--- config.mk ---
export PLATFORM = sky130hd
export DESIGN_NAME = prog_loader
export DESIGN_NICKNAME = d
export VERILOG_FILES = /design/src/rtl/prog_loader_pkg.sv /design/src/rtl/prog_loader_load_counter.sv /design/src/rtl/prog_loader.sv
export SDC_FILE = /design/constraint.sdc
export NUM_CORES = 1
export LEC_CHECK = 0
export CAP_MARGIN = 40
export CORE_MARGIN = 1.5
export CORE_UTILIZATION = 49
export DETAILED_ROUTE_END_ITERATION = 10
export GPL_ROUTABILITY_DRIVEN = 0
export MAX_ROUTING_LAYER = met4
export PLACE_DENSITY_LB_ADDON = 0.12
export SLEW_MARGIN = 10
export SYNTH_ARGS = -nofsm -noshare
export SYNTH_HDL_FRONTEND = slang
export SYNTH_SLANG_ARGS = --single-unit
--- constraint.sdc ---
create_clock -name clk -period 4.3 [get_ports clk]
set_input_delay 1.075 -clock clk [delete_from_list [all_inputs] [get_ports clk]]
set_output_delay 1.075 -clock clk [all_outputs]
set_load 0.02 [all_outputs]
--- src/rtl/prog_loader_pkg.sv ---
// Shared types and defaults for the program loader.
// Holds the FSM state enum, size defaults and the word-packing order.
package prog_loader_pkg;

    localparam int ADDR_W_DEF = 4;
    localparam int NIB_W_DEF  = 4;
    localparam int DEPTH_DEF  = 16;

    // First nibble of each word goes to FUNCAO, second to data.
    localparam bit FUNC_FIRST = 1'b1;

    typedef enum logic [2:0] {
        ST_IDLE,
        ST_LOAD_FUNC,
        ST_LOAD_DATA,
        ST_WRITE,
        ST_CHECK,
        ST_DONE
    } state_t;

endpackage

--- src/rtl/prog_loader_load_counter.sv ---
// Word counter for the loader: clear/enable, terminal compare vs len.
// Ports: i_clk, i_rst, i_clr, i_en, i_len -> o_count, o_last.
module load_counter #(
    parameter int ADDR_W = 4
) (
    input  logic              i_clk,
    input  logic              i_rst,
    input  logic              i_clr,
    input  logic              i_en,
    input  logic [ADDR_W:0]   i_len,
    output logic [ADDR_W:0]   o_count,
    output logic              o_last
);

    logic [ADDR_W:0]   r_cnt;
    logic [ADDR_W+1:0] w_next;

    always_ff @(posedge i_clk) begin
        if (i_rst) begin
            r_cnt <= '0;
        end else if (i_clr) begin
            r_cnt <= '0;
        end else if (i_en) begin
            r_cnt <= r_cnt + 1'b1;
        end
    end

    // One bit wider so count+1 cannot overflow before the compare.
    assign w_next  = {1'b0, r_cnt} + (ADDR_W+2)'(1);
    assign o_last  = (w_next >= {1'b0, i_len});
    assign o_count = r_cnt;

endmodule

--- src/rtl/prog_loader.sv ---
// Program loader: packs a nibble stream into instruction memory words.
// Ports: clk, rst, start, len, in_valid/in_data/in_ready, mem_we,
// mem_addr, mem_funcao, mem_data, cpu_hold, busy, done, count, err.
// Optional checksum nibble after the last word: PROG_LOADER_CHECKSUM_EN.
module prog_loader
    import prog_loader_pkg::*;
#(
    parameter int ADDR_W = ADDR_W_DEF,
    parameter int NIB_W  = NIB_W_DEF,
    parameter int DEPTH  = DEPTH_DEF
) (
    input  logic              clk,
    input  logic              rst,
    input  logic              start,
    input  logic [ADDR_W:0]   len,
    input  logic              in_valid,
    input  logic [NIB_W-1:0]  in_data,
    output logic              in_ready,
    output logic              mem_we,
    output logic [ADDR_W-1:0] mem_addr,
    output logic [NIB_W-1:0]  mem_funcao,
    output logic [NIB_W-1:0]  mem_data,
    output logic              cpu_hold,
    output logic              busy,
    output logic              done,
    output logic [ADDR_W:0]   count,
    output logic              err
);

    localparam logic [ADDR_W:0] DEPTH_L = (ADDR_W+1)'(DEPTH);

    state_t             r_state;
    logic [ADDR_W:0]    r_len;
    logic [NIB_W-1:0]   r_funcao;
    logic [NIB_W-1:0]   r_data;
    logic [ADDR_W:0]    w_len_sat;
    logic [ADDR_W:0]    w_count;
    logic               w_ready;
    logic               w_xfer;
    logic               w_clr;
    logic               w_en;
    logic               w_last;

`ifdef PROG_LOADER_CHECKSUM_EN
    logic [NIB_W-1:0]   r_xor;
    logic               r_err;
`endif

    assign w_len_sat = (len > DEPTH_L) ? DEPTH_L : len;

    assign w_ready = (r_state == ST_LOAD_FUNC) ||
                     (r_state == ST_LOAD_DATA) ||
                     (r_state == ST_CHECK);
    assign w_xfer  = w_ready && in_valid;
    assign w_clr   = (r_state == ST_IDLE) && start;
    assign w_en    = (r_state == ST_WRITE);

    load_counter #(
        .ADDR_W (ADDR_W)
    ) u_cnt (
        .i_clk   (clk),
        .i_rst   (rst),
        .i_clr   (w_clr),
        .i_en    (w_en),
        .i_len   (r_len),
        .o_count (w_count),
        .o_last  (w_last)
    );

    always_ff @(posedge clk) begin
        if (rst) begin
            r_state  <= ST_IDLE;
            r_len    <= '0;
            r_funcao <= '0;
            r_data   <= '0;
`ifdef PROG_LOADER_CHECKSUM_EN
            r_xor    <= '0;
            r_err    <= 1'b0;
`endif
        end else begin
            unique case (r_state)
                ST_IDLE: begin
                    if (start) begin
                        r_len <= w_len_sat;
`ifdef PROG_LOADER_CHECKSUM_EN
                        r_xor <= '0;
                        r_err <= 1'b0;
`endif
                        if (len == '0) r_state <= ST_DONE;
                        else           r_state <= ST_LOAD_FUNC;
                    end
                end
                ST_LOAD_FUNC: begin
                    if (w_xfer) begin
                        if (FUNC_FIRST) r_funcao <= in_data;
                        else            r_data   <= in_data;
`ifdef PROG_LOADER_CHECKSUM_EN
                        r_xor <= r_xor ^ in_data;
`endif
                        r_state <= ST_LOAD_DATA;
                    end
                end
                ST_LOAD_DATA: begin
                    if (w_xfer) begin
                        if (FUNC_FIRST) r_data   <= in_data;
                        else            r_funcao <= in_data;
`ifdef PROG_LOADER_CHECKSUM_EN
                        r_xor <= r_xor ^ in_data;
`endif
                        r_state <= ST_WRITE;
                    end
                end
                ST_WRITE: begin
                    if (!w_last) begin
                        r_state <= ST_LOAD_FUNC;
                    end else begin
`ifdef PROG_LOADER_CHECKSUM_EN
                        r_state <= ST_CHECK;
`else
                        r_state <= ST_DONE;
`endif
                    end
                end
`ifdef PROG_LOADER_CHECKSUM_EN
                ST_CHECK: begin
                    if (w_xfer) begin
                        r_err   <= (in_data != r_xor);
                        r_state <= ST_DONE;
                    end
                end
`endif
                ST_DONE: begin
                    r_state <= ST_IDLE;
                end
                default: begin
                    r_state <= ST_IDLE;
                end
            endcase
        end
    end

    assign in_ready   = w_ready;
    assign mem_we     = (r_state == ST_WRITE);
    assign mem_addr   = w_count[ADDR_W-1:0];
    assign mem_funcao = r_funcao;
    assign mem_data   = r_data;
    assign busy       = (r_state != ST_IDLE);
    assign cpu_hold   = (r_state != ST_IDLE);
    assign done       = (r_state == ST_DONE);
    assign count      = w_count;

`ifdef PROG_LOADER_CHECKSUM_EN
    assign err = r_err;
`else
    assign err = 1'b0;
`endif

endmodule

==> results.sh, run 1 <==
export IMPL_status="completed"
export IMPL_grt_overflow=0
export IMPL_wl_per_cell_microns=12.5
export IMPL_min_from="r_len[1]$_SDFFE_PP0P_"
export IMPL_first_pass_iters=6
export IMPL_grt_pass1_wl_mm=3.77
export IMPL_slew_viol_final=0
export IMPL_start_util_pct=52.0
export IMPL_start_kind="flop"
export IMPL_setup_slack_ns=1.37
export IMPL_hold_path_class="reg2reg"
export IMPL_post_cts_buffers=0
export IMPL_ys_seq_area_share_pct=36.5
export IMPL_pwr_density_cell_nw_per_um2=263
export IMPL_dp_hpwl_mm=1.73
export IMPL_utilization_pct=65.6
export IMPL_io_buffers=34
export IMPL_grt_total_usage_pct=19.6
export IMPL_detail_route_vias_per_cell=5.16
export IMPL_postCtsResizedCells=0
export IMPL_die_h_microns=51.5
export IMPL_grt_start_max_net_pins=18
export IMPL_cts_buffer_depth=2
export IMPL_vdd_drop_max_mv=0.190
export IMPL_wirelength_mm=2.26
export IMPL_drc=0
export IMPL_cts_made_buffers=3
export IMPL_drt_iter0_drc=7
export IMPL_clock_sinks=21
export IMPL_syn2layout_area_growth_pct=26.0
export IMPL_antenna_found_initial=0
export IMPL_io_pins=36
export IMPL_period_needed_ns=2.93
export IMPL_synth_cells=128
export IMPL_crit_start="r_state[1]$_SDFFE_PP0P_"
export IMPL_dieArea_sq_um=2650
export IMPL_synth_warnings=0
export IMPL_drv_cap=0
export IMPL_clock_fmax_ghz=0.341
export IMPL_worst_slew_margin_rel_pct=59.5
export IMPL_final_setup_viol_count=0
export IMPL_cts_tree="done"
export IMPL_cts_hold_buf=0
export IMPL_htreeDepth=1
export IMPL_worstMarginPinSlew_ns=0.606
export IMPL_antenna_cells=0
export IMPL_ys_types=34
export IMPL_place_ws_ns=1.71
export IMPL_die_w_microns=51.5
export IMPL_via_count=934
export IMPL_critPathKind="reg2out"
export IMPL_drive_gt1_share_pct=7.19
export IMPL_fin_tns_setup_ns=0
export IMPL_syn_avg_cell_area_sq_um=8.99
export IMPL_insertion_delay_ns=0.31
export IMPL_clockRootBuffer="clkbuf_4"
export IMPL_critPathCaptureType="output pin"
export IMPL_fillCellCount=208
export IMPL_nets=173
export IMPL_regArea_sq_um=420
export IMPL_p_leak_nw=0.519
export IMPL_cp_required_ns=3.22
export IMPL_rows=17
export IMPL_cts_clk_slew_worst_paths_ns=0.12
export IMPL_rsz0062_at_grt="false"
export IMPL_netlist_area_sq_um=1150
export IMPL_worstPathMaxFanout=9
export IMPL_grt_pass1_vias=909
export IMPL_r2r_start="u_cnt.o_count[0]$_SDFFE_PP0P_"
export IMPL_synth_seq_cells=21
export IMPL_critPathArrivalTime_ns=1.86
export IMPL_final_period_utilization_pct=68.1
export IMPL_multi_input_area_sq_um=606
export IMPL_drtAntennaViolNets=0
export IMPL_synth_nets=147
export IMPL_coreArea_sq_um=2210
export IMPL_fin_skew_ns=0.0109
export IMPL_finalHoldViolCount=0
path summary, 6_finish.rpt:
kind | endpoint | slack [ns] | cells after the start
max reg2reg | r_state[2]$_SDFFE_PP0P_ | 2.58 | 6
min | r_len[1]$_SDFFE_PP0P_ | 0.47 | 2
max | mem_we | 1.37 | 2
min reg2reg | r_len[1]$_SDFFE_PP0P_ | 0.47 | 2
placed cells by master (no fill, tap or decap), types with 4 or more instances in the layout:
| cell type | n |
|---|---|
| a21oi_1 | 6 |
| clkdlybuf4s50_1 | 34 |
| dfxtp_1 | 21 |
| ha_1 | 6 |
| inv_1 | 5 |
| mux2i_1 | 9 |
| nand2_1 | 11 |
| nand3b_1 | 5 |
| nor2_1 | 15 |
| o21ai_0 | 4 |
| xnor2_1 | 4 |
| xor2_1 | 4 |
cell families (layout without fill, tap and decap cells):
logic type	count (synthesis)	count (layout)	synth area share, %
DFF	21	21	36.5
buffers and inverters	19	44	10.9
AOI/OAI and AO/OA	15	15	8.48
other	1	1	0.326
muxes	9	9	7.83
and+or+nand+nor	49	49	23.4
xor gates and xnor gates	8	8	6.09
adders and majority gates	6	6	6.52
worst max-delay path: stages, from the launching register on:
cell             delay, ns
dfxtp_1               0.51
and3b_1               0.39
clkdlybuf4s50_1       0.66
cell type report:
cell class	count	area share (%)
Sequential cell	21	29.0
Tap cell	28	2.42
Inverter	6	1.55
Timing Repair Buffer	34	23.5
Multi-Input combinational cell	88	41.8
Clock buffer	4	1.81
Yosys cell counts, drive strengths merged:
cell | instances | area [sq um]
dfxtp | 21 | 420
nor2 | 16 | 62.6
buf | 12 | 98.8
nand2 | 11 | 41.3
mux2i | 9 | 90.1
a21oi | 7 | 38.8
ha | 6 | 75.1
inv | 6 | 22.5
nor3 | 6 | 51.3
nand3b | 5 | 37.5
o21ai | 4 | 20.0
xnor2 | 4 | 35.0
xor2 | 4 | 35.0
nand3 | 2 | 10.0
nand4 | 2 | 12.5
nor3b | 2 | 15.0
a211oi | 1 | 7.51
a311oi | 1 | 8.76
and2 | 1 | 6.26
and3 | 1 | 6.26
and3b | 1 | 8.76
clkbuf | 1 | 3.75
conb | 1 | 3.75
nand2b | 1 | 6.26
o211ai | 1 | 7.51
o221ai | 1 | 15.0
or4 | 1 | 11.3
routing by layer:
metal	track usage, %	wire length [microns]	part of all wire (%)	vias up
met4	9.21	34	1.5	0
met3	3.51	71	3.1	4
met1	23.1	1090	48	434
met2	32.3	1070	47	20
li1	-	-	-	476
met5	-	0	0	-
per-stage QoR:
step | power (W) | instances | cell area [sq um] | hold slack (ns)
final | 0.000382 | 181 | 1450 | 0.465
after global routing | 0.000401 | 181 | 1450 | 0.501
after CTS | 0.000386 | 181 | 1450 | 0.470
after detailed placement | 0.000289 | 177 | 1420 | 0.453
after global placement | 0.000288 | 177 | 1420 | 0.442
after floorplan | 0.000261 | 128 | 1150 | 0.432
sequential cells by signal, indices dropped and copies added (netlist names):
signal	flops
mem_data	4
mem_funcao	4
r_len	5
r_state	3
u_cnt.o_count	5
power breakdown:
part | switching [W] | internal (W)
clock network | 0.0000606 | 0.0000362
logic | 0.0000404 | 0.0000365
registers | 0.00000661 | 0.000201
total | 0.000108 | 0.000274
(Power assumes the default switching activity.)
==> run 2: changes to the inputs <==
--- a/config.mk
+++ b/config.mk
@@ -7,7 +7,7 @@
 export LEC_CHECK = 0
 export CAP_MARGIN = 40
 export CORE_MARGIN = 1.5
-export CORE_UTILIZATION = 49
+export CORE_UTILIZATION = 41
 export DETAILED_ROUTE_END_ITERATION = 10
 export GPL_ROUTABILITY_DRIVEN = 0
 export MAX_ROUTING_LAYER = met4
==> constraint.sdc (replaced) <==
create_clock -name clk -period 2.5 [get_ports clk]
set_input_delay 0.625 -clock clk [delete_from_list [all_inputs] [get_ports clk]]
set_output_delay 0.625 -clock clk [all_outputs]
set_load 0.02 [all_outputs]
==> results.sh, run 2 (synthesis gave the netlist of run 1 again) <==
export IMPL_rows=19
export IMPL_p_leak_nw=0.529
export IMPL_via_count=926
export IMPL_grt_overflow=0
export IMPL_ff2ff_setup_slack_ns=0.82
export IMPL_holdPathStages=2
export IMPL_critPathCaptureType="output pin"
export IMPL_antenna_found_initial=0
export IMPL_final_period_utilization_pct=95.9
export IMPL_hold_path_class="reg2reg"
export IMPL_power_w=0.000653
export IMPL_detail_route_vias_per_cell=4.98
export IMPL_drt_iter0_drc=17
export IMPL_period_needed_ns=2.40
export IMPL_cts_clk_slew_worst_paths_ns=0.12
export IMPL_clock_fmax_ghz=0.417
export IMPL_rsz0062_at_grt="false"
export IMPL_io_buffers=34
export IMPL_dieArea_sq_um=3130
export IMPL_pwr_density_cell_nw_per_um2=445
export IMPL_final_cells=186
export IMPL_worstPathMaxFanout=8
export IMPL_grt_pass1_wl_mm=3.55
export IMPL_fin_tns_setup_ns=0
export IMPL_clockRootBuffer="clkbuf_4"
export IMPL_drtAntennaViolNets=0
export IMPL_cts_made_buffers=3
export IMPL_status="completed"
export IMPL_critPathArrivalTime_ns=1.77
export IMPL_nets=175
export IMPL_coreArea_sq_um=2710
export IMPL_final_cell_mix="clkdlybuf4s50_1, dfxtp_1, nor2_1, nand2_1, mux2i_1"
export IMPL_worstRegToRegCells=7
export IMPL_cp_required_ns=1.88
export IMPL_vdd_drop_max_mv=0.296
export IMPL_postCtsResizedCells=0
export IMPL_critPathKind="reg2out"
export IMPL_cts_tree="done"
export IMPL_crit_start="r_state[0]$_SDFFE_PP0P_"
export IMPL_drv_cap=0
export IMPL_grt_start_max_net_pins=12
export IMPL_slew_viol_final=0
export IMPL_cts_hold_buf=0
export IMPL_drc=0
export IMPL_dp_cells=182
export IMPL_fin_area_sq_um=1470
export IMPL_finalHoldViolCount=0
export IMPL_grt_total_usage_pct=14.7
export IMPL_drive_gt1_share_pct=8.39
export IMPL_fin_skew_ns=0.00368
export IMPL_antenna_cells=0
export IMPL_layout_commonest_cell="clkdlybuf4s50_1"
export IMPL_cts_buffer_depth=2
export IMPL_insertion_delay_ns=0.30
export IMPL_timing_rr_end="r_state[2]$_SDFFE_PP0P_"
export IMPL_dp_hpwl_mm=1.69
export IMPL_start_util_pct=42.5
export IMPL_die_w_microns=56.0
export IMPL_final_setup_viol_count=0
export IMPL_htreeDepth=1
export IMPL_io_pins=36
export IMPL_grt_pass1_vias=850
export IMPL_syn2layout_area_growth_pct=27.6
export IMPL_holdPathEnd="r_len[3]$_SDFFE_PP0P_"
export IMPL_wirelength_mm=2.16
export IMPL_min_from="r_len[3]$_SDFFE_PP0P_"
export IMPL_wl_per_cell_microns=11.6
export IMPL_die_h_microns=56.0
export IMPL_start_kind="flop"
export IMPL_r2r_start="u_cnt.o_count[0]$_SDFFE_PP0P_"
export IMPL_post_cts_buffers=0
export IMPL_clock_sinks=21
export IMPL_place_area_sq_um=1440
export IMPL_first_pass_iters=4
run 2: cell count changes in the layout (fill, tap and decap cells not counted):
cell and delta:
buf_4 +2
run 2: where the power goes:
part	switching [W]	internal, W	total (W)	leakage, nW
Sequential	0.0000120	0.000346	0.000358	0.170
Clock	0.000101	0.0000622	0.000163	0.0150
Combinational	0.0000680	0.0000643	0.000132	0.344
Total	0.000181	0.000472	0.000653	0.529
run 2: worst max path at each step:
stage                         endpoint  depth (start not counted)
6_report                          done                          3
5_1_grt                           done                          3
4_1_cts                           done                          3
3_5_place_dp   r_state[2]$_SDFFE_PP0P_                          5
3_3_place_gp                      done                          3
2_1_floorplan                 in_ready                          3
run 2: per-layer routing:
metal	vias to the layer above	global-route usage, %	wire [microns]
met3	4	2.33	86
met2	23	21.7	956
met4	0	7.14	34
met5	-	-	0
li1	478	-	-
met1	421	19.7	1090
run 2: worst max-delay path, cell delays in order (launching register included):
cell             delay [ns]
dfxtp_1                0.52
inv_1                  0.11
nor3b_1                0.21
clkdlybuf4s50_1        0.64
run 2: stage by stage:
| step | setup WS (ns) | utilization [%] | hold slack, ns |
|---|---|---|---|
| after global placement | 0.437 | 53.2 | 0.444 |
| after floorplan | 0.819 | - | 0.432 |
| after CTS | 0.0797 | 54.2 | 0.464 |
| after detailed placement | 0.427 | 53.2 | 0.449 |
| after global routing | 0.0284 | 54.2 | 0.491 |
| final | 0.101 | 54.2 | 0.463 |
run 2: cell type report:
type | instances | area (sq um)
Fill cell | 276 | 1240
Multi-Input combinational cell | 88 | 606
Sequential cell | 21 | 420
Timing Repair Buffer | 36 | 355
Tap cell | 31 | 38.8
Clock buffer | 4 | 26.3
Inverter | 6 | 22.5
==> run 3: changes to the inputs <==
--- a/config.mk
+++ b/config.mk
@@ -7,7 +7,7 @@
 export LEC_CHECK = 0
 export CAP_MARGIN = 40
 export CORE_MARGIN = 1.5
-export CORE_UTILIZATION = 41
+export CORE_UTILIZATION = 49
 export DETAILED_ROUTE_END_ITERATION = 10
 export GPL_ROUTABILITY_DRIVEN = 0
 export MAX_ROUTING_LAYER = met4
==> constraint.sdc (replaced) <==
create_clock -name clk -period 3.01 [get_ports clk]
set_input_delay 0.7525 -clock clk [delete_from_list [all_inputs] [get_ports clk]]
set_output_delay 0.7525 -clock clk [all_outputs]
set_load 0.02 [all_outputs]
==> results.sh, run 3 (synthesis gave the netlist of run 1 again) <==
export IMPL_status="completed"
export IMPL_layout_commonest_cell="clkdlybuf4s50_1"
export IMPL_fin_skew_ns=0.00144
export IMPL_nets=174
export IMPL_min_from="r_len[1]$_SDFFE_PP0P_"
export IMPL_clock_fmax_ghz=0.383
export IMPL_coreArea_sq_um=2210
export IMPL_p_leak_nw=0.524
export IMPL_drive_gt1_share_pct=7.79
export IMPL_place_ws_ns=0.745
export IMPL_grt_total_usage_pct=19.4
export IMPL_cts_buffer_depth=2
export IMPL_fillCellCount=206
export IMPL_crit_start="r_state[0]$_SDFFE_PP0P_"
export IMPL_cts_hold_buf=0
export IMPL_grt_pass1_vias=871
export IMPL_slowest_delay_ns=0.66
export IMPL_cts_tree="done"
export IMPL_hold_path_class="reg2reg"
export IMPL_slew_viol_final=0
export IMPL_wirelength_mm=2.21
export IMPL_critPathKind="reg2out"
export IMPL_path_cells="and3b_1 > clkdlybuf4s50_1"
export IMPL_die_w_microns=51.5
export IMPL_final_cell_mix="clkdlybuf4s50_1, dfxtp_1, nor2_1, nand2_1, mux2i_1"
export IMPL_dieArea_sq_um=2650
export IMPL_clock_sinks=21
export IMPL_cts_clk_slew_worst_paths_ns=0.11
export IMPL_period_needed_ns=2.61
export IMPL_regArea_sq_um=420
export IMPL_syn2layout_area_growth_pct=26.6
export IMPL_pwr_density_cell_nw_per_um2=372
export IMPL_multi_input_area_sq_um=606
export IMPL_first_pass_iters=4
export IMPL_antenna_cells=0
export IMPL_r2r_start="u_cnt.o_count[0]$_SDFFE_PP0P_"
export IMPL_post_cts_buffers=0
export IMPL_grt_overflow=0
export IMPL_start_kind="flop"
export IMPL_insertion_delay_ns=0.30
export IMPL_io_pins=36
export IMPL_drv_cap=0
export IMPL_critPathCaptureType="output pin"
export IMPL_grt_start_max_net_pins=13
export IMPL_finalHoldViolCount=0
export IMPL_setup_slack_ns=0.398
export IMPL_rsz0062_at_grt="false"
export IMPL_drc=0
export IMPL_wl_per_cell_microns=12.1
export IMPL_htreeDepth=1
export IMPL_postCtsResizedCells=0
export IMPL_io_buffers=34
export IMPL_die_h_microns=51.5
export IMPL_cts_made_buffers=3
export IMPL_start_util_pct=52.0
export IMPL_drt_iter0_drc=18
export IMPL_fin_tns_setup_ns=0
export IMPL_final_period_utilization_pct=86.8
export IMPL_dp_hpwl_mm=1.71
export IMPL_critPathSlowestCell="clkdlybuf4s50_1"
export IMPL_critPathArrivalTime_ns=1.86
export IMPL_vdd_drop_max_mv=0.232
export IMPL_drtAntennaViolNets=0
export IMPL_clockRootBuffer="clkbuf_4"
export IMPL_via_count=937
export IMPL_detail_route_vias_per_cell=5.15
export IMPL_cp_required_ns=2.26
export IMPL_rows=17
export IMPL_final_setup_viol_count=0
export IMPL_grt_pass1_wl_mm=3.80
export IMPL_antenna_found_initial=0
export IMPL_worstPathMaxFanout=8
run 3: cell count changes in the layout (fill, tap and decap cells not counted):
cell   previous run  this run
buf_4             2         1
run 3: critical path: cells and delay by family, from the launching register on:
family	cells	cell delay [ns]
flops	1	0.51
buf+inv	1	0.66
simple gates	1	0.38
run 3: final cells by class:
cell class,count,area share [%]
multi-input combinational,88,41.5
sequential,21,28.8
tap,28,2.40
timing repair buffer,35,23.9
inverter,6,1.55
clock buffer,4,1.80
run 3: where the power goes:
group	total [W]	internal, W	leakage [nW]	switching, W
Sequential	0.000297	0.000287	0.170	0.00000963
Combinational	0.000111	0.0000531	0.338	0.0000577
Clock	0.000135	0.0000516	0.0150	0.0000835
Total	0.000543	0.000392	0.524	0.000151
run 3: per-layer routing:
| metal | GRT usage (%) | part of all wire [%] | vias to the layer above | routed length [microns] |
|---|---|---|---|---|
| li1 | - | - | 475 | - |
| met1 | 25.3 | 49 | 440 | 1090 |
| met2 | 29.5 | 46 | 20 | 1010 |
| met3 | 3.51 | 3.9 | 2 | 85 |
| met4 | 7.89 | 0.95 | 0 | 21 |
| met5 | - | 0 | - | 0 |
run 3: final timing paths:
kind	slack [ns]	endpoint	cells past startpoint
worst max-delay path	0.40	mem_we	2
worst min-delay path	0.46	r_len[1]$_SDFFE_PP0P_	2
worst max register to register	1.27	r_state[2]$_SDFFE_PP0P_	7
worst min register to register	0.46	r_len[1]$_SDFFE_PP0P_	2
run 3: through the flow:
stage | hold WS [ns] | total power (W) | std cells | util, % | cell area (sq um)
finish | 0.462 | 0.000543 | 182 | 65.9 | 1460
global route | 0.496 | 0.000573 | 182 | 65.9 | 1460
CTS | 0.468 | 0.000548 | 182 | 65.9 | 1460
detailed placement | 0.451 | 0.000415 | 178 | 64.7 | 1430
global placement | 0.441 | 0.000412 | 178 | 64.7 | 1430
floorplan | 0.432 | 0.000372 | 128 | - | 1150
